**config.mk**
```make
export PLATFORM = sky130hd
export DESIGN_NAME = alu_sequencer_flat
export DESIGN_NICKNAME = d
export VERILOG_FILES = /design/src/rtl/alu_sequencer_if.sv /design/src/rtl/alu_sequencer.sv /design/src/flat_wrapper.sv
export SDC_FILE = /design/constraint.sdc
export NUM_CORES = 1
export LEC_CHECK = 0
export ABC_AREA = 1
export CAP_MARGIN = 20
export CORE_MARGIN = 2
export CORE_UTILIZATION = 43
export CTS_CLUSTER_SIZE = 12
export DETAILED_ROUTE_END_ITERATION = 8
export PLACE_DENSITY = 0.85
export SYNTH_ARGS = -nofsm -noshare
export SYNTH_HDL_FRONTEND = slang
export SYNTH_SLANG_ARGS = --single-unit
```
**constraint.sdc**
```tcl
create_clock -name clk -period 1.01 [get_ports clk]
set_input_delay 0.101 -clock clk [delete_from_list [all_inputs] [get_ports clk]]
set_output_delay 0.101 -clock clk [all_outputs]
set_load 0.02 [all_outputs]
```
**src/rtl/alu_sequencer_if.sv**
```systemverilog
// ---------------------------------------------------------------------------
// alu_sequencer_if
// Request/completion handshake between an operation issuer and the ALU
// sequencer.
//   op_valid : issuer has an operation request present
//   op_code  : 3-bit operation code (NOP/ADD/SUB/XOR/MUL/LDA, 110/111 illegal)
//   op_ready : sequencer can accept a request this cycle
//   done     : one-cycle completion pulse
//   illegal  : one-cycle pulse with done for illegal op codes
// Modports: master = issuer side, slave = sequencer side.
// ---------------------------------------------------------------------------
interface alu_sequencer_if;
    logic       op_valid;
    logic [2:0] op_code;
    logic       op_ready;
    logic       done;
    logic       illegal;

    modport master (
        output op_valid,
        output op_code,
        input  op_ready,
        input  done,
        input  illegal
    );

    modport slave (
        input  op_valid,
        input  op_code,
        output op_ready,
        output done,
        output illegal
    );
endinterface

```
**src/rtl/alu_sequencer.sv**
```systemverilog
// ---------------------------------------------------------------------------
// alu_sequencer
// Control sequencer for a small ALU datapath. Accepts one operation at a time
// and steps it through LOAD, EXEC (EXEC_CYCLES hold cycles so the multiplier
// can settle) and WB, then pulses done.
//
// Parameters:
//   EXEC_CYCLES  : execute-phase hold cycles, legal range 1..15
// Ports:
//   clk          : clock, all state changes on the rising edge
//   rst          : asynchronous, active-low reset
//   op_if        : request/completion handshake (slave modport)
//   a_enable     : load enable for the ALU A register (LOAD only)
//   acc_enable   : load enable for both accumulators (WB only)
//   addsub       : datapath select, 1 = subtract
//   xor_ctrl     : datapath select, 1 = logic/multiplier path
//   mul_out_ctrl : datapath select, 1 = multiplier output
//   op_count     : (only with ALU_SEQ_OPCOUNT_EN) count of completed
//                  non-NOP legal operations, wraps at 16 bits
// Optional feature macro: ALU_SEQ_OPCOUNT_EN
// ---------------------------------------------------------------------------
module alu_sequencer #(
    parameter int EXEC_CYCLES = 1
) (
    input  logic             clk,
    input  logic             rst,
    alu_sequencer_if.slave   op_if,
    output logic             a_enable,
    output logic             acc_enable,
    output logic             addsub,
    output logic             xor_ctrl,
    output logic             mul_out_ctrl
`ifdef ALU_SEQ_OPCOUNT_EN
    ,
    output logic [15:0]      op_count
`endif
);

    localparam logic [2:0] OP_NOP = 3'b000;
    localparam logic [2:0] OP_ADD = 3'b001;
    localparam logic [2:0] OP_SUB = 3'b010;
    localparam logic [2:0] OP_XOR = 3'b011;
    localparam logic [2:0] OP_MUL = 3'b100;
    localparam logic [2:0] OP_LDA = 3'b101;

    // EXEC runs while the counter walks from EXEC_CYCLES-1 down to 0.
    localparam logic [3:0] CNT_INIT = 4'(EXEC_CYCLES - 1);

    typedef enum logic [2:0] {
        S_IDLE,
        S_LOAD,
        S_EXEC,
        S_WB,
        S_DONE
    } state_t;

    state_t     r_state;
    state_t     w_next;
    logic [2:0] r_op;
    logic [3:0] r_cnt;
    logic       w_accept;
    logic       w_in_op;

    assign w_accept = op_if.op_valid && op_if.op_ready;

    // State, captured opcode and exec down-counter.
    always_ff @(posedge clk or negedge rst) begin
        if (!rst) begin
            r_state <= S_IDLE;
            r_op    <= OP_NOP;
            r_cnt   <= 4'd0;
        end else begin
            r_state <= w_next;
            if (w_accept) begin
                r_op <= op_if.op_code;
            end
            if (r_state == S_LOAD) begin
                r_cnt <= CNT_INIT;
            end else if (r_state == S_EXEC && r_cnt != 4'd0) begin
                r_cnt <= r_cnt - 4'd1;
            end
        end
    end

    // Next-state logic.
    always_comb begin
        w_next = r_state;
        case (r_state)
            S_IDLE: begin
                if (w_accept) begin
                    case (op_if.op_code)
                        OP_ADD, OP_SUB, OP_XOR, OP_MUL, OP_LDA: w_next = S_LOAD;
                        default:                                w_next = S_DONE;
                    endcase
                end
            end
            S_LOAD: begin
                // LDA only needs the A-register load, no execute/writeback.
                w_next = (r_op == OP_LDA) ? S_DONE : S_EXEC;
            end
            S_EXEC: begin
                if (r_cnt == 4'd0) begin
                    w_next = S_WB;
                end
            end
            S_WB:    w_next = S_DONE;
            S_DONE:  w_next = S_IDLE;
            default: w_next = S_IDLE;
        endcase
    end

    // Outputs decoded from state and the captured opcode only; op_ready is
    // additionally gated by rst so it drops the instant reset asserts.
    always_comb begin
        op_if.op_ready = (r_state == S_IDLE) && rst;
        a_enable       = (r_state == S_LOAD);
        acc_enable     = (r_state == S_WB);
        op_if.done     = (r_state == S_DONE);
        op_if.illegal  = (r_state == S_DONE) && (r_op[2:1] == 2'b11);
        addsub         = 1'b0;
        xor_ctrl       = 1'b0;
        mul_out_ctrl   = 1'b0;
        w_in_op        = (r_state == S_LOAD) || (r_state == S_EXEC) ||
                         (r_state == S_WB);
        if (w_in_op) begin
            case (r_op)
                OP_SUB: addsub = 1'b1;
                OP_XOR: xor_ctrl = 1'b1;
                OP_MUL: begin
                    xor_ctrl     = 1'b1;
                    mul_out_ctrl = 1'b1;
                end
                default: begin
                    addsub       = 1'b0;
                    xor_ctrl     = 1'b0;
                    mul_out_ctrl = 1'b0;
                end
            endcase
        end
    end

`ifdef ALU_SEQ_OPCOUNT_EN
    logic [15:0] r_op_count;

    always_ff @(posedge clk or negedge rst) begin
        if (!rst) begin
            r_op_count <= 16'd0;
        end else if (r_state == S_DONE && r_op[2:1] != 2'b11 && r_op != OP_NOP) begin
            r_op_count <= r_op_count + 16'd1;
        end
    end

    assign op_count = r_op_count;
`endif

endmodule

```
**src/flat_wrapper.sv**
```systemverilog
// flat-port wrapper written by rule: the top's interface ports become plain ports
module alu_sequencer_flat 
#(
    parameter int EXEC_CYCLES = 1
)
  (clk, rst, a_enable, acc_enable, addsub, xor_ctrl, mul_out_ctrl, op_if_op_valid, op_if_op_code, op_if_op_ready, op_if_done, op_if_illegal);
  alu_sequencer_if op_if_i ();
  input  logic clk;
  input  logic rst;
  output logic a_enable;
  output logic acc_enable;
  output logic addsub;
  output logic xor_ctrl;
  output logic mul_out_ctrl;
  input wire logic [$bits(op_if_i.op_valid)-1:0] op_if_op_valid;
  input wire logic [$bits(op_if_i.op_code)-1:0] op_if_op_code;
  output wire logic [$bits(op_if_i.op_ready)-1:0] op_if_op_ready;
  output wire logic [$bits(op_if_i.done)-1:0] op_if_done;
  output wire logic [$bits(op_if_i.illegal)-1:0] op_if_illegal;
  assign op_if_i.op_valid = op_if_op_valid;
  assign op_if_i.op_code = op_if_op_code;
  assign op_if_op_ready = op_if_i.op_ready;
  assign op_if_done = op_if_i.done;
  assign op_if_illegal = op_if_i.illegal;
  alu_sequencer #(.EXEC_CYCLES(EXEC_CYCLES)) u_core (.clk(clk), .rst(rst), .op_if(op_if_i), .a_enable(a_enable), .acc_enable(acc_enable), .addsub(addsub), .xor_ctrl(xor_ctrl), .mul_out_ctrl(mul_out_ctrl));
endmodule
```
==> results of run 1 <==
through the flow:
step                      hold WS (ns)  std cells  cell area, um2  setup TNS, ns  util [%]
after floorplan                 -0.195         85             719          -1.57         -
after global placement           0.442        134            1030          -6.43      76.9
after detailed placement         0.449        134            1030          -6.99      76.9
after CTS                        0.144        142            1180          -5.47      88.8
cell usage after synthesis, types with 2 or more instances:
library cell	n
nand2_1	17
inv_1	14
dfrtp_1	10
nand3_1	8
nor2_1	7
a21oi_1	3
nand2_2	3
o21ai_0	3
o21ai_1	3
nor2_2	2
nor4_1	2
o21ai_2	2
cells by family after synthesis:
kind of cell | synth area share (%)
AND/OR/NAND/NOR | 36.8
buffers and inverters | 8.95
AO/OA/AOI/OAI | 11.1
flip-flops | 39.8
XOR/XNOR | 1.39
adder cells (fa/ha/maj) | 1.99
repair_timing:
action / in CTS
cloned: 0
buffers inserted: 6
pin swaps: 14
hold buffers: 0
resized for setup: 71
endpoints found under the setup margin: 18
==> qor.log, run 1 <==
qor: status.outcome stopped before the end
qor: status.last_stage global routing
qor: status.firstError [ERROR DPL-0033] detailed placement checks failed during check placement.
qor: logic_synthesis.synth_seq_area_share 39.8%
qor: logic_synthesis.synth.net_count 92
qor: placed_design.port_buffers 13
qor: sta.wep_type output port
qor: die.die_span_in_x 42.3 um
qor: logic_synthesis.netlist-cell-type-count 23
qor: placed_design.pre_cts_slack -0.582 ns
qor: logic_synthesis.yosys_register_bits 10
qor: global_route.antenna_violations_before_repair 0
qor: logic_synthesis.synth_top_cell_area_share 39.8%
qor: clocking.tritoncts.num_buffers 3
qor: logic_synthesis.count_of_flip_flops_with_a_built_in_enable_after_synthesis 0
qor: logic_synthesis.synth_area_per_cell 7.40 um2
qor: clocking.clk_root_buffer_cell clkbuf_4
qor: die.initial_core_util 47.2%
qor: clocking.cts.htree.levels 1
qor: logic_synthesis.top_cells_by_area_synth dfrtp_1, nand2_1, inv_1
qor: logic_synthesis.synth_flop_cell dfrtp_1
qor: placed_design.gp_congestion 0.853
qor: logic_synthesis.synth_async_sr_flop_share 100%
qor: logic_synthesis.synthCells 85
qor: logic_synthesis.synth_top_area_cell dfrtp_1
qor: die.fp.dieH 42.3 um
qor: global_route.grt_start_max_net_pins 11
qor: logic_synthesis.syn-cell-area 629 um2
qor: placed_design.place_hpwl 1360 um
qor: clocking.clock_sinks 10
qor: logic_synthesis.yosysWarningCount 0
qor: sta.crit_endpoint op_if_illegal
qor: die.placementRows 13
qor: clocking.ctsLongestPathBuffers 2
qor: die.num_io_pins 14
==> run 2: changes to the inputs <==
- CORE_AREA: unset -> 2 2 63 65
- CORE_MARGIN: 2 -> unset
- CORE_UTILIZATION: 43 -> unset
- CTS_CLUSTER_SIZE: 12 -> unset
- DIE_AREA: unset -> 0 0 65 67
- PLACE_DENSITY: 0.85 -> unset
- PLACE_DENSITY_LB_ADDON: unset -> 0.15
- clock period: 1.01 -> 1.3 ns (I/O delays scaled with it)
==> run 2 against run 1 <==
  * The flow now finishes, with violations (setup timing)
  * Area after synthesis did not move
  * Synthesized cell count unchanged
==> qor.log, run 2 <==
qor: status.outcome complete, but fails checks [was stopped before the end]
qor: status.failed_checks setup timing
qor: placed_design.pre_cts_slack -0.345 ns [was -0.582 ns]
qor: logic_synthesis.synth_async_sr_flop_share 100% [unchanged]
qor: logic_synthesis.synth_flop_cell dfrtp_1 [unchanged]
qor: logic_synthesis.synth.net_count 92 [unchanged]
qor: sta.final_slew_violations 0
qor: die.core_area 3610 um2
qor: critical_path.critPathMaxStageDelay 0.40 ns
qor: routing.vias 661
qor: logic_synthesis.share_of_synthesized_cell_area_in_full_adder_half_adder_and_majority_cells 1.99% [unchanged]
qor: clocking.cts.htree.levels 1 [unchanged]
qor: power_and_ir_drop.comb_power_share 61.4%
qor: sta.post-route-period-util 106%
qor: logic_synthesis.synth_seq_area_share 39.8% [unchanged]
qor: layout.area.growth.synth_to_final 74.2%
qor: sta.hold_violations_final 0
qor: sta.max_slew_margin 82.7%
qor: logic_synthesis.top_cells_by_area_synth dfrtp_1, nand2_1, inv_1 [unchanged]
qor: layout.final_nets 130
qor: sta.period_minus_slack 1.37 ns
qor: layout.antennaDiodeCount 0
qor: global_route.grt_overflow_total 0
qor: clocking.worst_skew_pair.late_latency 0.24 ns
qor: layout.layout_commonest_cell buf_4
qor: clocking.clk_root_buffer_cell clkbuf_8 [was clkbuf_4]
qor: clocking.ctsLongestPathBuffers 2 [unchanged]
qor: power_and_ir_drop.switching_share 41.3%
qor: logic_synthesis.synthCells 85 [unchanged]
qor: clocking.worst_setup_hold_path_clk_slew 0.05 ns
qor: logic_synthesis.synth_simple_gate_area_share 36.8% [unchanged]
qor: layout.top_register u_core.r_cnt
qor: logic_synthesis.post-synth-top-count-cell nand2_1 [unchanged]
qor: logic_synthesis.netlist-cell-type-count 23 [unchanged]
qor: sta.achievable-frequency 728 MHz
qor: logic_synthesis.yosysWarningCount 0 [unchanged]
qor: power_and_ir_drop.p_clk_share 17.4%
qor: routing.drt_drc_violations_left 0
qor: clocking.tritoncts.num_buffers 3 [unchanged]
qor: power_and_ir_drop.power-per-cell-area 2080 nW/um2
qor: global_route.antenna_violations_before_repair 0
qor: power_and_ir_drop.sequential_power_share 21.2%
qor: layout.biggestRegsByFlops u_core.r_cnt (4), u_core.r_op (3), u_core.r_state (3)
qor: die.fp.dieArea 4360 um2
qor: logic_synthesis.synth_top_cell_area_share 39.8% [unchanged]
qor: layout.post_route_cells_drive_above_1_share 46.7%
qor: layout.layout.cell_area.non_filler 1100 um2
qor: logic_synthesis.yosys_register_bits 10 [unchanged]
qor: logic_synthesis.count_of_flip_flops_with_a_built_in_enable_after_synthesis 0 [unchanged]
qor: critical_path.cpLargestDelayFamily flip-flops
qor: placed_design.dpl.cell_count 166 [was 134]
qor: sta.final.setup.worst_slack -0.0741 ns
qor: power_and_ir_drop.power.leakage 0.537 nW
qor: sta.unrepaired_setup_endpoints_after_global_routing yes
qor: placed_design.placed_area 986 um2 [was 1030 um2]
qor: global_route.number_of_global_route_vias_before_repair 670
qor: die.placementRows 22 [was 13]
qor: layout.finalNonFillerCells 170
qor: min_path.worst_hold_path_type primary input to asynchronous set/reset pin
qor: critical_path.worst_ep_arrival 1.24 ns
qor: critical_path.required_time_reported_for_the_critical_path_endpoint 1.17 ns
qor: power_and_ir_drop.netSwitchingPower 0.000941 W
qor: placed_design.port_buffers 13 [unchanged]
qor: die.die_span_in_x 65 um [was 42.3 um]
qor: critical_path.timing.critical_path.slowest_stage_cell dfrtp_1
qor: routing.wire_per_inst 9.82 um
qor: layout.mostFrequentLayoutCells buf_4, nand2_1, inv_1
qor: routing.drt-vias-per-instance 3.89
qor: logic_synthesis.synth_compound_gate_area_share 11.1% [unchanged]
qor: logic_synthesis.synth_area_per_cell 7.40 um2 [unchanged]
qor: logic_synthesis.dominant_combinational_cell_family_by_area_after_synthesis simple AND/OR/NAND/NOR gates [unchanged]
qor: flow_run.cap_violations 0
qor: critical_path.startpoint_type register
qor: global_route.grt_pass1_wl 2940 um
qor: clocking.clock_sinks 10 [unchanged]
qor: critical_path.cp.buffers_inverters 1
qor: routing.dr.pass1.iters 4
qor: logic_synthesis.yosys-mux-area-fraction 0% [unchanged]
qor: layout.nFillCells 386
qor: critical_path.crit_path_max_fanout 3
qor: sta.tns -0.210 ns
qor: sta.setup_viol 7
qor: power_and_ir_drop.irDropWorstVdd 0.394 mV
qor: critical_path.setup.worst_path.class register to primary output
qor: placed_design.place_hpwl 1350 um [was 1360 um]
qor: layout.largest_register_ffs 4
qor: logic_synthesis.synth_top_cells_by_count nand2_1, inv_1, dfrtp_1 [unchanged]
qor: critical_path.setup.worst_path.end_class primary output
qor: logic_synthesis.synthXorXnorAreaFrac 1.39% [unchanged]
qor: global_route.grt_start_max_net_pins 11
qor: routing.route.final.wire_length 1670 um
qor: logic_synthesis.synth_top_area_cell dfrtp_1 [unchanged]
qor: die.initial_core_util 17.5% [was 47.2%]
qor: clocking.tritoncts yes
qor: routing.detailedRoute.firstIterationViolations 29
qor: sta.tightestPinTransition 0.257 ns
qor: global_route.groute.usage.overall 8.91%
qor: critical_path.crit_chain or2_4 -> a211oi_2 -> buf_4
qor: power_and_ir_drop.power_report.internal_total 0.00134 W
qor: die.fp.dieH 67 um [was 42.3 um]
qor: logic_synthesis.syn-cell-area 629 um2 [unchanged]
qor: die.num_io_pins 14 [unchanged]
qor: routing.drt.antenna.violating_nets 0
qor: placed_design.gp_congestion 0.783 [was 0.853]
qor: sta.final.setup_skew 0.00314 ns
qor: layout.final_core_util 30.4%
run 2: cell counts after synthesis:
Identical to the previous run, type by type.
run 2: cell families (layout without fill, tap and decap cells):
family          Yosys count  count (layout)
compound gates           12              12
flops                    10              10
xor+xnor                  1               1
fa+ha+maj                 1               1
simple gates             46              46
buf+inv                  15              52
run 2: timing repair:
item / 4_1_cts / 5_1_grt
endpoints found under the setup margin: 8 / 17
resized for setup: 48 / 17
setup buffers: 0 / 0
pin swaps: 2 / 4
hold buffers: 0 / 0
run 2: worst paths after layout:
path | cells after the start | start | slack, ns | to
min | 2 | rst | 0.23 | u_core.r_op[2]
max reg2reg | 7 | u_core.r_state[1] | 0 | u_core.r_cnt[0]
max in group asynchronous | 2 | rst | 0.91 | u_core.r_state[0]
max | 3 | u_core.r_op[1] | -0.07 | xor_ctrl
min in group clk | 3 | op_if_op_code[1] | 0.49 | u_core.r_op[1]
min reg2reg | 1 | u_core.r_state[0] | 0.53 | u_core.r_state[1]
run 2: stage by stage:
| stage | hold slack (ns) | total power, W |
|---|---|---|
| 3_3_place_gp | 0.502 | 0.00169 |
| 5_1_grt | 0.257 | 0.00243 |
| 3_5_place_dp | 0.500 | 0.00168 |
| 6_report | 0.234 | 0.00228 |
| 4_1_cts | 0.244 | 0.00213 |
| 2_1_floorplan | -0.166 | 0.00106 |
run 2: metal layers:
metal | vias up | part of all wire [%] | GRT usage, %
li1 | 347 | - | -
met1 | 303 | 46 | 11.1
met2 | 7 | 49 | 13.8
met3 | 4 | 1.6 | 1.01
met4 | 0 | 3.4 | 7.18
met5 | - | 0 | 0
run 2: layout make-up:
| type | instances | area, um2 | share of cell area [%] |
|---|---|---|---|
| sequential | 10 | 251 | 22.9 |
| multi-input combinational | 60 | 392 | 35.7 |
| timing repair buffer | 33 | 279 | 25.5 |
| clock buffer | 4 | 55.1 | 5.02 |
| inverter | 15 | 58.8 | 5.37 |
| tap | 48 | 60.1 | 5.48 |
run 2: power by group through the flow:
stage	logic [W]	clock network [W]	registers, W
after CTS	0.00126	0.000409	0.000462
after detailed placement	0.00122	0	0.000463
final	0.00140	0.000396	0.000482
after global routing	0.00152	0.000421	0.000494
after global placement	0.00122	0	0.000468
after floorplan	0.000571	0	0.000491
run 2: worst reg2reg max path: cells and delay by family, from the launching register on:
family	cells	cell delay, ns
compound gates	1	0.06
simple gates	3	0.37
buf+inv	3	0.34
flops	1	0.41
Note: power is estimated with default switching activity, not from simulation.
